`src/rtl/tpu_seq_pkg.sv`:
```
// rtl/tpu_seq_pkg.sv - shared state encoding, default sizes and counter-width helper for matmul_sequencer
package tpu_seq_pkg;

    typedef enum logic [2:0] {
        IDLE   = 3'd0,
        LOAD_W = 3'd1,
        FEED   = 3'd2,
        FLUSH  = 3'd3,
        DONE   = 3'd4
    } seq_state_e;

    localparam int DEF_WIDTH  = 16;
    localparam int DEF_ROW_W  = 8;
    localparam int DEF_ADDR_W = 8;
    localparam int DEF_WR_LAT = 32;

    // One spare bit above rows+log2(width) so the longest write window cannot wrap.
    function automatic int cnt_width(input int row_w, input int width);
        return row_w + $clog2(width) + 1;
    endfunction

endpackage

```
`src/rtl/seq_window.sv`:
```
// rtl/seq_window.sv - loadable delay/length counter producing one registered active window
module seq_window #(
    parameter int CW = 13
) (
    input  logic          clk,
    input  logic          reset,
    input  logic          load,
    input  logic [CW-1:0] delay,
    input  logic [CW-1:0] len,
    output logic          active,
    output logic          last
);

    logic [CW-1:0] dly;
    logic [CW-1:0] rem;
    logic [CW-1:0] d_src;
    logic [CW-1:0] l_src;

    // A load takes effect on the same edge, so the window opens delay cycles after the load cycle + 1.
    assign d_src = load ? delay : dly;
    assign l_src = load ? len : rem;
    assign last  = active && (dly == '0) && (rem == '0);

    always_ff @(posedge clk or negedge reset) begin
        if (!reset) begin
            active <= 1'b0;
            dly    <= '0;
            rem    <= '0;
        end else if (d_src != '0) begin
            active <= 1'b0;
            dly    <= d_src - CW'(1);
            rem    <= l_src;
        end else if (l_src != '0) begin
            active <= 1'b1;
            dly    <= '0;
            rem    <= l_src - CW'(1);
        end else begin
            active <= 1'b0;
        end
    end

endmodule

```
`src/rtl/matmul_sequencer.sv`:
```
// rtl/matmul_sequencer.sv - systolic matmul phase scheduler; SEQ_WT_REUSE_EN adds reuse_wt to skip weight load
module matmul_sequencer
    import tpu_seq_pkg::*;
#(
    parameter int WIDTH  = DEF_WIDTH,
    parameter int ROW_W  = DEF_ROW_W,
    parameter int ADDR_W = DEF_ADDR_W,
    parameter int WR_LAT = DEF_WR_LAT
) (
    input  logic              clk,
    input  logic              reset,
    input  logic              start,
    input  logic [ROW_W-1:0]  num_rows,
    input  logic [ADDR_W-1:0] wt_base,
    input  logic [ADDR_W-1:0] in_base,
    input  logic [ADDR_W-1:0] out_base,
`ifdef SEQ_WT_REUSE_EN
    input  logic              reuse_wt,
`endif
    output logic              busy,
    output logic              done,
    output logic              wt_active,
    output logic              rd_active,
    output logic              wr_active,
    output logic [ADDR_W-1:0] wt_addr_base,
    output logic [ADDR_W-1:0] rd_addr_base,
    output logic [ADDR_W-1:0] wr_addr_base
);

    localparam int            CW       = cnt_width(ROW_W, WIDTH);
    localparam logic [CW-1:0] WIDTH_C  = CW'(WIDTH);
    localparam logic [CW-1:0] WR_LAT_C = CW'(WR_LAT);
    localparam logic [CW-1:0] ZERO_C   = '0;

    seq_state_e    state;
    logic          skip_w;
    logic          launch;
    logic [CW-1:0] rows_c;
    logic [CW-1:0] wt_len;
    logic [CW-1:0] rd_dly;
    logic [CW-1:0] wr_dly;
    logic [CW-1:0] wr_len;
    logic          wt_last;
    logic          rd_last;
    logic          wr_last;

`ifdef SEQ_WT_REUSE_EN
    assign skip_w = reuse_wt;
`else
    assign skip_w = 1'b0;
`endif

    // All three windows are armed on the start edge, each with its own offset from that edge.
    assign launch = (state == IDLE) && start && (num_rows != '0);
    assign rows_c = CW'(num_rows);
    assign wt_len = skip_w ? ZERO_C : WIDTH_C;
    assign rd_dly = wt_len;
    assign wr_dly = wt_len + WR_LAT_C;
    assign wr_len = rows_c + WIDTH_C - CW'(1);

    seq_window #(.CW(CW)) u_wt_win (
        .clk    (clk),
        .reset  (reset),
        .load   (launch),
        .delay  (ZERO_C),
        .len    (wt_len),
        .active (wt_active),
        .last   (wt_last)
    );

    seq_window #(.CW(CW)) u_rd_win (
        .clk    (clk),
        .reset  (reset),
        .load   (launch),
        .delay  (rd_dly),
        .len    (rows_c),
        .active (rd_active),
        .last   (rd_last)
    );

    seq_window #(.CW(CW)) u_wr_win (
        .clk    (clk),
        .reset  (reset),
        .load   (launch),
        .delay  (wr_dly),
        .len    (wr_len),
        .active (wr_active),
        .last   (wr_last)
    );

    always_ff @(posedge clk or negedge reset) begin
        if (!reset) begin
            state        <= IDLE;
            busy         <= 1'b0;
            done         <= 1'b0;
            wt_addr_base <= '0;
            rd_addr_base <= '0;
            wr_addr_base <= '0;
        end else begin
            done <= 1'b0;
            case (state)
                IDLE: begin
                    if (start) begin
                        busy         <= 1'b1;
                        wt_addr_base <= wt_base;
                        rd_addr_base <= in_base;
                        wr_addr_base <= out_base;
                        if (num_rows == '0) begin
                            state <= DONE;
                            done  <= 1'b1;
                        end else begin
                            state <= skip_w ? FEED : LOAD_W;
                        end
                    end
                end
                LOAD_W: begin
                    if (wt_last) begin
                        state <= FEED;
                    end
                end
                FEED: begin
                    if (rd_last) begin
                        state <= FLUSH;
                    end
                end
                // The write window always outlasts the feed, so completion keys off its final cycle.
                FLUSH: begin
                    if (wr_last) begin
                        state <= DONE;
                        done  <= 1'b1;
                    end
                end
                DONE: begin
                    state <= IDLE;
                    busy  <= 1'b0;
                end
                default: begin
                    state <= IDLE;
                    busy  <= 1'b0;
                end
            endcase
        end
    end

endmodule

```
`config.mk`:
```
export PLATFORM = sky130hd
export DESIGN_NAME = matmul_sequencer
export DESIGN_NICKNAME = d
export VERILOG_FILES = /design/src/rtl/tpu_seq_pkg.sv /design/src/rtl/seq_window.sv /design/src/rtl/matmul_sequencer.sv
export SDC_FILE = /design/constraint.sdc
export NUM_CORES = 1
export LEC_CHECK = 0
export ABC_CLOCK_PERIOD_IN_PS = 5600
export CAP_MARGIN = 15
export CORE_ASPECT_RATIO = 1.25
export CORE_UTILIZATION = 55
export DETAILED_ROUTE_END_ITERATION = 8
export GPL_TIMING_DRIVEN = 0
export PLACE_DENSITY = 0.82
export SLEW_MARGIN = 20
export SYNTH_ARGS = -nofsm -noshare
export SYNTH_HDL_FRONTEND = slang
export SYNTH_HIERARCHICAL = 1
export SYNTH_SLANG_ARGS = --single-unit
```
`constraint.sdc`:
```
create_clock -name clk -period 5.6 [get_ports clk]
set_input_delay 0.84 -clock clk [delete_from_list [all_inputs] [get_ports clk]]
set_output_delay 0.84 -clock clk [all_outputs]
set_load 0.05 [all_outputs]
```
==> run summary <==
The path class of the tightest hold or removal check is in2async. The final layout contains routed wiring with a total length of 22,800 um. The routed layout has 8,032 vias. The H-tree generated during clock tree synthesis spans 3 levels. In this run, post-CTS hold repair placed 0 buffers.

The number of warnings issued by yosys is 6, and the TritonCTS sink count is 110. For the pin with the worst max-slew slack, the measured transition is 1.06 ns. The tools report the maximum clock rate as 184 MHz. The area fraction of the dominant cell type after synthesis is 33.9%, and the post-detailed-route wirelength per cell is 16.9 um.

The run gives 0.37 ns as the clock network latency to the later pin of the worst-skew pair. TritonCTS built the clock tree. After layout, the worst path uses 96.8% of the clock period.

The tools report the area of the die as 15,200 um^2. The initial antenna violation count was 0. By instance count, the cell type seen most on the critical path is ha_1. Clock skew on the completed layout was measured at 0.00993 ns. Sorting the synthesized cells by area gives the leading types as dfrtp_1, mux2i_1, xor2_1. The number of cells traversed by the worst register-to-register path was 15; the total of max-cap violations was 0. dfrtp_1 takes more of the synthesized area than any other cell.

Synthesis produced a netlist whose cell count is 895. At the placement stage, the worst setup path has a slack of -1.78 ns. At the worst endpoint, the required time is 5.88 ns. The die width works out to 111 um.

The worst setup path is captured at a flip-flop. Highest-delay cell along the critical path: clkdlybuf4s50_1. The routed via count divided by cell count was 5.97.

The share of cells above drive strength 1 was 10.9%; the count of flip-flops with a built-in enable after synthesis was 0. After layout, the worst setup slack is 0.179 ns. The flow ran to the end, and the final reports show no timing, DRC or antenna violations. For this design the ratio of total power to cell area is 391 nW/um^2. The tools report the instance count after placement with tap cells included as 1,317.

The initial core utilization was 56.3%; the core region area was 14,400 um^2. The routability congestion estimate from global placement came out at 0.912. The pre-antenna-repair detailed-routing pass consisted of 8 iterations. The synthesized design contains 110 register bits.

In the synthesized netlist the async set-or-reset flop fraction comes to 100%. The worst path in the final design needs a cycle of 5.42 ns, including I/O delays and setup. The largest incremental delay on the critical path is 0.62 ns, and the max-slew headroom at the worst pin is 29.6%. Clock slew seen by the registers of the worst setup and hold paths: 0.08 ns. At the end of the flow, the number of nets in the layout was 1,210. For this run, the leading register cell type out of synthesis is dfrtp_1. The wire length of the first global-routing pass is 36,600 um, and the number of antenna-violating nets in the routed design is 0.

In the global route stage, overall resource usage came out at 29.9%. The repair_antennas step left the layout with diodes totalling 0. Buffers placed on the I/O ports in this run total 63. The detailed router's first-iteration violation count was 715; the peak supply drop was 379 uV. The share of the Yosys chip area taken by registers is 33.9%.

The final-report max-slew violation count is 0, and the arrival time reported for the critical path endpoint is 5.70 ns. The tools report the placed wire-length estimate as 15,900 um. Measured along the y axis, the die boundary spans 138 um. STA classifies the critical path startpoint as an input pin. The placement row count was 49. Counting along the longest clock path gives a buffer depth of 2.

The signed area change from the synthesized netlist to the final layout was 25.8%. The run gives 0 as the number of failing setup endpoints in the final timing report. Summed over all cells, the static leakage comes to 4.08 nW. The type of the worst setup path is in2reg.

The average instance area after synthesis is 9.06 um^2. The tools report the endpoint of the worst register-to-register path as u_wt_win/rem[5]$_DFFE_PN0P_. The tree is rooted in a clkbuf_16.

The finished layout holds 1,345 standard cells, fillers aside. The total standard cell area after synthesis was 8110 um^2; the worst-case register-to-register setup slack was 0.79 ns. Hold timing on the final database bottoms out at a slack of 0.378 ns.

The tools report the count of final hold-check violations as 0. Origin of the critical flop-to-flop path: state[0]$_DFFE_PN0P_. After detailed routing, the number of remaining DRC violations is 0. The via count of the first global-routing pass was 7,488; the number of buffers created by CTS was 9. Along the worst path, the maximum fanout reaches 13.

The total overflow left after global routing is 0. Walking the worst path, the cells encountered are clkdlybuf4s50_1 -> inv_1 -> ha_1 -> or3b_4 -> o21a_4 -> buf_2 -> clkbuf_2 -> clkbuf_4 -> buf_4 -> mux2i_2 -> ha_1 -> nor4bb_1 -> a22oi_2 -> a211o_1 -> or3_4 -> or4_1 -> o221ai_1. In this run, distinct cell masters in the synthesized netlist total 77. During I/O placement, the number of pins put on the boundary was 64. Entering global routing, the biggest net connects 68 pins.
[placed cells by master, fill, tap and decap left out, types with 16 or more instances in the layout]
master,Yosys,layout
nor3b_1,20,20
clkdlybuf4s50_1,0,61
dfrtp_1,110,110
o21ai_0,39,39
or3_1,22,22
nor3_1,40,40
or4_1,21,21
mux2i_1,50,49
nor2_1,34,32
xnor2_1,20,20
xor2_1,34,34
nor4_1,26,26
mux2_2,24,24
conb_1,2,182
o21ai_1,16,16
clkbuf_1,26,17
nand2_1,72,70
a21oi_1,47,47
nand3_1,17,17
[what timing repair did]
| action | in CTS | in global routing |
|---|---|---|
| endpoints found under the setup margin | 81 | 73 |
| setup buffers | 6 | 4 |
| gates resized for setup | 27 | 24 |
| pin swaps | 1 | 3 |
| cloned | 2 | 0 |
| endpoints found under the hold margin | 0 | 0 |
[area by class of cell]
cell class / count / area, um^2
Timing Repair Buffer: 74 / 737
Sequential cell: 110 / 2750
Multi-Input combinational cell: 907 / 5880
Tap cell: 178 / 223
Buffer: 45 / 254
Clock inverter: 7 / 72.6
Clock buffer: 9 / 225
Inverter: 15 / 56.3
Fill cell: 1136 / 4210
[Yosys cell counts, types with 10 or more instances]
master / n
ha_1: 13
o22ai_1: 15
nor3b_1: 20
nor2_1: 34
a22o_1: 10
mux2_2: 24
a31oi_1: 13
mux2i_1: 50
and2_1: 11
nor3_1: 40
or4_1: 21
o21ai_1: 16
xnor2_1: 20
inv_1: 15
nand2b_1: 14
dfrtp_1: 110
nand2_1: 72
o21ai_0: 39
or3_1: 22
o211ai_1: 10
clkbuf_1: 26
nand3_1: 17
nor4_1: 26
xor2_1: 34
a21oi_1: 47
buf_2: 14
[flip-flops by register name, indices dropped and copies added (netlist names), 3 cells and up]
| register | count |
|---|---|
| wt_addr_base | 8 |
| u_wt_win/rem | 13 |
| u_rd_win/dly | 13 |
| u_wr_win/dly | 13 |
| u_wt_win/dly | 13 |
| wr_addr_base | 8 |
| u_rd_win/rem | 13 |
| state | 3 |
| rd_addr_base | 8 |
| u_wr_win/rem | 13 |
[critical path, delay by kind of cell]
family                   cells  cell delay [ns]
AO/OA/AOI/OAI                4             0.89
adder cells (fa/ha/maj)      2             0.41
buffers and inverters        6             1.75
multiplexers                 1             0.30
AND/OR/NAND/NOR              4             1.49
[worst max path at each step]
stage                start                            to  slack, ns  cells past startpoint
2_1_floorplan        start  u_rd_win/rem[11]$_DFFE_PN0P_       0.31                     16
3_3_place_gp         start   u_wr_win/dly[9]$_DFFE_PN0P_      -1.75                     18
3_5_place_dp         start   u_wr_win/dly[3]$_DFFE_PN0P_      -1.78                     18
4_1_cts        num_rows[0]  u_wr_win/rem[11]$_DFFE_PN0P_       0.01                     18
5_1_grt        num_rows[1]  u_wt_win/dly[11]$_DFFE_PN0P_      -0.03                     19
6_report       num_rows[1]   u_wt_win/rem[5]$_DFFE_PN0P_       0.18                     17
[power by group]
group,switching (mW),internal [mW],leakage [nW]
Combinational,1.03,0.753,2.64
Sequential,0.409,1.14,1.30
Clock,0.336,0.317,0.143
Total,1.77,2.21,4.08
[through the flow]
step	instance area, um^2	power [mW]	util, %	setup TNS, ns
after global placement	9640	3.21	66.9	-186.82
after floorplan	8790	2.74	-	0
final	10200	3.99	70.8	0
after global routing	10200	4.24	70.8	-0.218
after detailed placement	9670	3.28	67.1	-106.33
after CTS	10100	3.96	70.1	0
[metal layers]
layer / vias up / GRT usage (%) / routed length [um]
met1: 3821 / 36.0 / 9110
met5: - / 0 / 0
met3: 84 / 2.99 / 1300
met2: 329 / 53.3 / 11500
met4: 0 / 15.6 / 838
li1: 3798 / - / -
[logic make-up after synthesis]
| family | Yosys count | share of synthesized area (%) |
|---|---|---|
| simple gates | 351 | 26.1 |
| compound gates | 229 | 19.1 |
| flops | 110 | 33.9 |
| mux | 76 | 9.78 |
| buf+inv | 60 | 3.18 |
| xor+xnor | 54 | 5.83 |
| fa+ha+maj | 13 | 2.01 |
| other cells | 2 | 0.0926 |
Note: power is estimated with default switching activity, not from simulation.
==> variant: new RTL, same settings <==
Build with the macro `SEQ_WT_REUSE_EN` defined.
--- a/src/rtl/matmul_sequencer.sv
+++ b/src/rtl/matmul_sequencer.sv
@@ -1,4 +1,6 @@
 // rtl/matmul_sequencer.sv - systolic matmul phase scheduler; SEQ_WT_REUSE_EN adds reuse_wt to skip weight load
+`define SEQ_WT_REUSE_EN
+
 module matmul_sequencer
     import tpu_seq_pkg::*;
 #(
Interface: changed (added reuse_wt); port bits go from 64 to 65. No check against the original RTL was run, so the function may have changed too.
==> variant against the original RTL <==
First-iteration DRC count fell by 17%; setup slack got worse by 19 ps; area after synthesis rose by 1.1%; die area rose by 1.1%; critical path depth rose by 2; sequential cell count did not move; wire length rose by 2.7%; total power rose by 20%; final area rose by 0.60%; maximum frequency fell by 0.35%; register-to-register slack improved by 120 ps; clock power rose by 2%; critical endpoint unchanged; largest cell class unchanged.
==> variant: results (changes against the original RTL) <==
peak fanout along the critical path - 10 (-3)
Avg Cell Area, Syn - 9.11 sq um (+0.58%)
total placed cells including tap cells - 1310 (-0.53%)
power in combinational cells - 2.47 mW (+39%)
post-synthesis compound-gate area fraction - 19.0% (-0.032 points)
fill count - 1152 (+1.4%)
pre-CTS setup slack - -2380 ps (-595 ps)
WP data arrival - 5720 ps (+20 ps)
weighted congestion at the end of routability-driven global placement - 0.979 (+7.3%)
post-synthesis share of cell area spent on full adders, half adders and majority gates - 1.98% (-0.023 points)
Avg Vias per Cell - 6.10 (+2.1%)
fraction of final layout cells sized beyond drive strength 1 - 11.5% (+0.63 points)
R2R Setup Slk - 910 ps (+120 ps)
global-route wire length before repair - 38800 microns (+5.8%)
vias in the first global route - 7828 (+4.5%)
worst IR drop on VDD - 309 uV (-18%)
overall global routing resource usage - 31.2% (+1.3 points)
NumNets Final - 1199 (-0.91%)
worst-case clock skew - 8.73 ps (-1.20 ps)
count of input and output buffers - 64 (+1.6%)
Layout Area Growth over Synthesis - 25.1%
hold slack final - 366 ps (-12.0 ps)
top cells by area in the synthesized netlist - sky130_fd_sc_hd__dfrtp_1, sky130_fd_sc_hd__mux2i_1, sky130_fd_sc_hd__xor2_1, sky130_fd_sc_hd__nand2_1, sky130_fd_sc_hd__mux2_4
average wire length per cell after detail routing - 17.6 microns (+3.6%)
Post-DP Area - 0.00972 sq mm (+0.58%)
initial DRC count - 594 (-17%)
most frequent cells after synthesis - sky130_fd_sc_hd__dfrtp_1, sky130_fd_sc_hd__nand2_1, sky130_fd_sc_hd__mux2i_1
stage delay of the slowest cell on the critical path - 550 ps (-70 ps)
pin count of the biggest net entering global routing - 74 (+8.8%)
reported leakage power - 4.17 nW (+2.1%)
status - finished clean
Crit Reg-Reg Startpoint - state[2]$_DFFE_PN0P_
share of synthesized area occupied by flip-flops and latches - 33.6% (-0.38 points)
==> variant: cell count changes after synthesis, moves of 3 or more <==
cell | unedited run | this run
sky130_fd_sc_hd__mux2_4 | 0 | 16
sky130_fd_sc_hd__mux2_2 | 24 | 11
sky130_fd_sc_hd__nand2b_1 | 14 | 11
sky130_fd_sc_hd__nor2_1 | 34 | 37
==> variant: worst max-delay path by stage <==
| stage | startpoint | end | slack, ps | cells after the start |
|---|---|---|---|---|
| 2_1_floorplan | num_rows[0] | u_rd_win/rem[11]$_DFFE_PN0P_ | 120 | 19 |
| 3_3_place_gp | num_rows[0] | u_rd_win/dly[6]$_DFFE_PN0P_ | -2260 | 21 |
| 3_5_place_dp | num_rows[0] | u_rd_win/dly[7]$_DFFE_PN0P_ | -2380 | 21 |
| 4_1_cts | num_rows[0] | u_wt_win/rem[5]$_DFFE_PN0P_ | 4 | 19 |
| 5_1_grt | num_rows[0] | u_wt_win/rem[5]$_DFFE_PN0P_ | -3 | 19 |
| 6_report | num_rows[0] | u_wt_win/rem[5]$_DFFE_PN0P_ | 160 | 19 |
==> variant: layout make-up <==
class	count	area share (%)
Buffer	44	2.61
Sequential cell	110	26.8
Clock inverter	7	0.732
Clock buffer	9	2.19
Multi-Input combinational cell	897	57.7
Tap cell	178	2.17
Timing Repair Buffer	73	7.23
Inverter	15	0.549
==> variant: repair_timing <==
action / CTS / global route
endpoints found under the setup margin: 81 / 70
gates cloned: 1 / 0
pin swaps: 1 / 3
resized for setup: 31 / 36
setup buffers: 7 / 1
endpoints found under the hold margin: 0 / 0
==> variant: layer usage <==
layer / GRT usage [%] / wire length, microns / vias to the layer above
met3: 4.63 / 1270 / 95
li1: - / - / 3796
met5: 0 / 0 / -
met2: 52.0 / 11600 / 319
met4: 19.1 / 988 / 0
met1: 38.1 / 9570 / 3916
